$ cat src/rtl/mips_pkg.sv
// Shared MIPS datapath constants, load-size encodings and alignment helper.
package mips_pkg;

  localparam int unsigned DATA_W     = 32;
  localparam int unsigned REG_ADDR_W = 5;

  localparam logic [REG_ADDR_W-1:0] REG_ZERO = 5'd0;

  localparam logic [1:0] LD_WORD = 2'b00;
  localparam logic [1:0] LD_HALF = 2'b01;
  localparam logic [1:0] LD_BYTE = 2'b10;

  // True when an access of the given size is not naturally aligned.
  // Size 2'b11 is treated as a word access.
  function automatic logic is_misaligned(input logic [1:0] size, input logic [1:0] addr);
    logic bad;
    bad = 1'b0;
    case (size)
      LD_BYTE: bad = 1'b0;
      LD_HALF: bad = addr[0];
      default: bad = (addr != 2'b00);
    endcase
    return bad;
  endfunction

endpackage

$ cat src/rtl/load_align.sv
// Combinational load formatter: picks the addressed byte/half lane of a
// little-endian memory word and sign- or zero-extends it to DATA_W.
// Ports:
//   rdata_i    - raw data-memory word
//   addr_i     - low address bits (byte lane)
//   size_i     - LD_WORD / LD_HALF / LD_BYTE (2'b11 acts as word)
//   unsigned_i - zero-extend instead of sign-extend
//   data_c     - formatted word (combinational)
module load_align
  import mips_pkg::*;
(
  input  logic [DATA_W-1:0] rdata_i,
  input  logic [1:0]        addr_i,
  input  logic [1:0]        size_i,
  input  logic              unsigned_i,
  output logic [DATA_W-1:0] data_c
);

  logic [7:0]  byte_sel;
  logic [15:0] half_sel;
  logic        ext_bit;

  always_comb begin
    byte_sel = rdata_i[7:0];
    half_sel = rdata_i[15:0];
    ext_bit  = 1'b0;
    data_c   = rdata_i;

    case (addr_i)
      2'd0:    byte_sel = rdata_i[7:0];
      2'd1:    byte_sel = rdata_i[15:8];
      2'd2:    byte_sel = rdata_i[23:16];
      default: byte_sel = rdata_i[31:24];
    endcase
    half_sel = addr_i[1] ? rdata_i[31:16] : rdata_i[15:0];

    case (size_i)
      LD_BYTE: begin
        ext_bit = ~unsigned_i & byte_sel[7];
        data_c  = {{(DATA_W-8){ext_bit}}, byte_sel};
      end
      LD_HALF: begin
        ext_bit = ~unsigned_i & half_sel[15];
        data_c  = {{(DATA_W-16){ext_bit}}, half_sel};
      end
      default: data_c = rdata_i;
    endcase
  end

endmodule

$ cat src/rtl/wb_stage.sv
// Writeback stage: MEM/WB pipeline register, load formatting, result select,
// register-file write port, retired-instruction counter and misaligned-load
// fault capture. All outputs are registered.
// Ports:
//   clk, rst (sync, active-low)
//   mem_*       - instruction presented by MEM this cycle
//   wb_flush    - squash the entering instruction
//   exc_clear   - clear the sticky misalign flag
//   regwrite/rd/write_data - register-file write port
//   wb_valid    - WB holds a live instruction
//   instret     - retired-instruction count
//   misalign/badaddr - sticky fault flag and first faulting address
module wb_stage
  import mips_pkg::*;
(
  input  logic                  clk,
  input  logic                  rst,
  input  logic                  mem_valid,
  input  logic                  mem_regwrite,
  input  logic                  mem_memtoreg,
  input  logic                  mem_link,
  input  logic [1:0]            mem_ld_size,
  input  logic                  mem_ld_unsigned,
  input  logic [DATA_W-1:0]     mem_alu_result,
  input  logic [DATA_W-1:0]     mem_rdata,
  input  logic [DATA_W-1:0]     mem_pc,
  input  logic [REG_ADDR_W-1:0] mem_rd,
  input  logic                  wb_flush,
  input  logic                  exc_clear,
  output logic                  regwrite,
  output logic [REG_ADDR_W-1:0] rd,
  output logic [DATA_W-1:0]     write_data,
  output logic                  wb_valid,
  output logic [31:0]           instret,
  output logic                  misalign,
  output logic [DATA_W-1:0]     badaddr
);

  logic                  regwrite_q,   regwrite_d;
  logic [REG_ADDR_W-1:0] rd_q,         rd_d;
  logic [DATA_W-1:0]     write_data_q, write_data_d;
  logic                  wb_valid_q,   wb_valid_d;
  logic [31:0]           instret_q,    instret_d;
  logic                  misalign_q,   misalign_d;
  logic [DATA_W-1:0]     badaddr_q,    badaddr_d;

  logic [DATA_W-1:0] load_data_c;
  logic              live;
  logic              fault;
  logic              entry;

  load_align u_load_align (
    .rdata_i    (mem_rdata),
    .addr_i     (mem_alu_result[1:0]),
    .size_i     (mem_ld_size),
    .unsigned_i (mem_ld_unsigned),
    .data_c     (load_data_c)
  );

  // Entry qualification, result select, counter and fault next-state.
  always_comb begin
    live         = mem_valid & ~wb_flush;
    fault        = live & mem_memtoreg & is_misaligned(mem_ld_size, mem_alu_result[1:0]);
    entry        = live & ~fault;

    wb_valid_d   = entry;
    regwrite_d   = entry & mem_regwrite & (mem_rd != REG_ZERO);
    rd_d         = mem_rd;
    write_data_d = mem_alu_result;
    instret_d    = instret_q;
    misalign_d   = misalign_q;
    badaddr_d    = badaddr_q;

    if (mem_link) begin
      write_data_d = mem_pc + DATA_W'(8);
    end else if (mem_memtoreg) begin
      write_data_d = load_data_c;
    end

    if (entry) begin
      instret_d = instret_q + 32'(1);
    end

    // A fresh fault wins over a simultaneous clear; otherwise only the
    // first fault since the last clear is recorded.
    if (fault && (!misalign_q || exc_clear)) begin
      misalign_d = 1'b1;
      badaddr_d  = mem_alu_result;
    end else if (exc_clear) begin
      misalign_d = 1'b0;
    end
  end

  // MEM/WB register with synchronous active-low reset.
  always_ff @(posedge clk) begin
    if (!rst) begin
      regwrite_q   <= 1'b0;
      rd_q         <= '0;
      write_data_q <= '0;
      wb_valid_q   <= 1'b0;
      instret_q    <= '0;
      misalign_q   <= 1'b0;
      badaddr_q    <= '0;
    end else begin
      regwrite_q   <= regwrite_d;
      rd_q         <= rd_d;
      write_data_q <= write_data_d;
      wb_valid_q   <= wb_valid_d;
      instret_q    <= instret_d;
      misalign_q   <= misalign_d;
      badaddr_q    <= badaddr_d;
    end
  end

  assign regwrite   = regwrite_q;
  assign rd         = rd_q;
  assign write_data = write_data_q;
  assign wb_valid   = wb_valid_q;
  assign instret    = instret_q;
  assign misalign   = misalign_q;
  assign badaddr    = badaddr_q;

endmodule

$ cat config.mk
export PLATFORM = sky130hd
export DESIGN_NAME = wb_stage
export DESIGN_NICKNAME = d
export VERILOG_FILES = /design/src/rtl/mips_pkg.sv /design/src/rtl/load_align.sv /design/src/rtl/wb_stage.sv
export SDC_FILE = /design/constraint.sdc
export NUM_CORES = 1
export LEC_CHECK = 0
export CORE_MARGIN = 2
export CORE_UTILIZATION = 40
export CTS_CLUSTER_SIZE = 28
export DETAILED_ROUTE_END_ITERATION = 6
export PLACE_DENSITY = 0.89
export SLEW_MARGIN = 10
export SYNTH_ARGS = -nofsm -noshare
export SYNTH_HDL_FRONTEND = slang
export SYNTH_SLANG_ARGS = --single-unit
$ cat constraint.sdc
create_clock -name clk -period 2.15 [get_ports clk]
set_clock_uncertainty 0.05 [all_clocks]
set_input_delay 0.43 -clock clk [delete_from_list [all_inputs] [get_ports clk]]
set_output_delay 0.43 -clock clk [all_outputs]
set_load 0.05 [all_outputs]
==> load_flow_metrics.sql <==
INSERT INTO impl_metrics (metric_group, metric, value, unit) VALUES
('run_status', 'outcome', 'finished, final reports clean', ''),
('clock_network', 'clock_pin_slew_reported_for_the_worst_setup_and_hold_paths_after_clock_tree_synthesis', '70', 'ps'),
('critical_path', 'cp_cell_sequence', 'clkdlybuf4s50_1', ''),
('drt', 'drt_pre_antenna_iters', '5', ''),
('logic_synthesis', 'synthAdderAreaFrac', '0.9279', '%'),
('power', 'power.share.combinational', '23.9', '%'),
('drt', 'drtIter0Drc', '725', ''),
('sta', 'timing_worst_slew_pin_value', '570.0', 'ps'),
('logic_synthesis', 'postSynthRegisterBits', '104', ''),
('logic_synthesis', 'seq_area_frac_synth', '38.60', '%'),
('clock_network', 'cts_inserted_buffers', '9', ''),
('critical_path', 'setup.worst_path.start', 'instret[5]', ''),
('logic_synthesis', 'synthDistinctLibCells', '61', ''),
('finish', 'antennaDiodeCount', '0', ''),
('power', 'clkPwrFrac', '35.7', '%'),
('power', 'vdd.ir_drop.worst', '0.4676', 'mV'),
('drt', 'via_per_inst', '5.482', ''),
('logic_synthesis', 'synth.top_cells.by_area', 'dfxtp_1, nand2_1, a21oi_1, xor2_1, nor2_1', ''),
('floorplan', 'die_y', '120.1', 'µm'),
('critical_path', 'timing.critical_path.buf_inv', '1', ''),
('placed_design', 'place.port_buffers', '215', ''),
('critical_path', 'worst-path-max-fanout', '5', ''),
('finish', 'post_synthesis_to_final_layout_area_growth', '55.97', '%'),
('floorplan', 'start_util', '40.89', '%'),
('critical_path', 'critical_path_required', '1670', 'ps'),
('floorplan', 'core.rowCount', '42', ''),
('logic_synthesis', 'post_synth_mux_area_share', '2.366', '%'),
('run', 'cap_violations', '0', ''),
('critical_path', 'critical_path.reg2reg.startpoint', 'instret[9]', ''),
('clock_network', 'max-clock-path-buffers', '2', ''),
('floorplan', 'fp.dieW', '120.1', 'µm'),
('critical_path', 'critical-path-top-delay-family', 'buffers and inverters', ''),
('power', 'cellInternalPower', '3561', 'µW'),
('clock_network', 'post_cts_setup_buffers', '0', ''),
('global_routing', 'grt_pass1_wl', '30270', 'µm'),
('logic_synthesis', 'synthesis.area_per_instance', '7.829', 'µm²'),
('sta', 'fin_crit_sh', '98.15', '%'),
('critical_path', 'setup.worst_path.end_class', 'primary output', ''),
('placed_design', 'detailed_place.area', '0.008073', 'mm²'),
('clock_network', 'numClockSinks', '104', ''),
('logic_synthesis', 'synth_top_family_by_area', 'simple AND/OR/NAND/NOR gates', ''),
('drt', 'drt_wl_total', '19540', 'µm'),
('sta', 'timing.final.hold_violations', '0', ''),
('logic_synthesis', 'synth.net_count', '805', ''),
('logic_synthesis', 'synth_top_flop_cell', 'dfxtp_1', ''),
('sta', 'tns', '0', 'ps'),
('power', 'p_leak', '0.003233', 'µW'),
('min_path', 'hold_wc_path_type', 'reg -> reg', ''),
('clock_network', 'htree_levels', '3', ''),
('critical_path', 'critical_path.max_stage_delay', '840', 'ps'),
('power', 'power_density', '598.2', 'mW/mm²'),
('critical_path', 'cp_data_arrival_time', '1630', 'ps'),
('sta', 'rsz0062_at_grt', 'false', ''),
('power', 'seq_power_share', '40.4', '%'),
('logic_synthesis', 'synth_enable_flop_cells', '0', ''),
('global_routing', 'groute.usage.overall', '26.86', '%'),
('global_routing', 'grt_remaining_overflow', '0', ''),
('power', 'sw_ratio', '29.25', '%'),
('sta', 'max_slew_margin', '61.88', '%'),
('logic_synthesis', 'synthDominantCellAreaShare', '38.60', '%'),
('global_routing', 'grt_antenna_before_repair', '0', ''),
('clock_network', 'clock_latency_on_the_worst_skew_pair', '350', 'ps'),
('sta', 'setup_violating_endpoint_count_in_the_final_report', '0', ''),
('logic_synthesis', 'synth.yosys.warnings', '0', ''),
('floorplan', 'dieArea', '0.01443', 'mm²'),
('logic_synthesis', 'synth_xor_xnor_area_share', '7.794', '%'),
('finish', 'drive_above_1_share', '11.35', '%'),
('floorplan', 'area_of_the_core', '0.01319', 'mm²'),
('finish', 'design_area_final', '0.008413', 'mm²'),
('logic_synthesis', 'synth-compound-area-share', '18.30', '%'),
('clock_network', 'root_buffer', 'clkbuf_16', '');
cells in the mapped netlist, drive strengths merged (13+ instances only):
cell type	count
and3	13
clkbuf	32
nand2	113
nand4	25
inv	17
xor2	40
nand3	28
nor2	57
a21oi	79
buf	15
o21ai	33
dfxtp	104
power groups by stage:
stage | clock network, µW | logic (µW) | registers [µW]
floorplan | 0 | 348 | 2330
global route | 1890 | 1270 | 2040
finish | 1800 | 1200 | 2040
global placement | 0 | 1170 | 2080
CTS | 1810 | 1190 | 2030
detailed placement | 0 | 1180 | 2080
worst paths after layout:
| check | endpoint | slack [ps] | depth (start not counted) |
|---|---|---|---|
| max | instret[5] | 40 | 1 |
| min | badaddr[10] | 400 | 2 |
| max reg2reg | instret[26] | 230 | 5 |
| min reg2reg | badaddr[10] | 400 | 2 |
layout by cell type (no fill, tap or decap), types with 22 or more instances in the layout:
cell	instances
a21oi_1	79
buf_4	60
clkdlybuf4s50_1	206
dfxtp_1	101
nand2_1	113
nand3_1	27
nand4_1	22
nor2_1	56
o21ai_0	29
xor2_1	40
kinds of logic (layout without fill, tap and decap cells):
| logic type | after synthesis | after routing |
|---|---|---|
| compound gates | 165 | 165 |
| xor+xnor | 48 | 48 |
| fa+ha+maj | 4 | 4 |
| buf+inv | 64 | 309 |
| flops | 104 | 104 |
| mux | 12 | 12 |
| simple gates | 292 | 292 |
final cells by class:
cell class | instances | area [µm²]
clock inverter | 5 | 81.33
sequential | 104 | 2086
clock buffer | 10 | 239.0
tap | 176 | 220.2
timing repair buffer | 277 | 2654
fill | 1081 | 4777
multi-input combinational | 521 | 3069
inverter | 17 | 63.81
state kept, by name (all words and copies together), names as in the netlist:
signal and cells:
badaddr 32, regwrite 1, write_data 32, misalign 1
wb_valid 1, rd 5, instret 32
stage by stage:
| stage | hold slack (ps) | cells | worst slack (ps) | util, % | total power (µW) |
|---|---|---|---|---|---|
| 2_1_floorplan | 478.5 | 689 | 23.19 | - | 2681 |
| 3_3_place_gp | 391.0 | 1095 | -390.9 | 61.20 | 3248 |
| 3_5_place_dp | 395.9 | 1095 | -432.0 | 61.20 | 3255 |
| 4_1_cts | 405.0 | 1110 | 14.79 | 63.64 | 5037 |
| 5_1_grt | 425.7 | 1110 | 0.7627 | 63.78 | 5194 |
| 6_report | 404.6 | 1110 | 39.71 | 63.78 | 5032 |
what timing repair did:
item                       in CTS  in global routing
hold buffers                    0                  0
resized for setup               4                  7
setup endpoints to repair      14                  5
per-layer routing:
layer | wire, µm | share of wire [%] | track usage (%) | vias up
met2 | 9347 | 48 | 45.81 | 326
met5 | 0 | 0 | 0 | -
met1 | 7888 | 40 | 33.51 | 2807
met4 | 597 | 3.1 | 9.632 | 0
li1 | - | - | - | 2905
met3 | 1701 | 8.7 | 5.418 | 47
(Power assumes the default switching activity.)
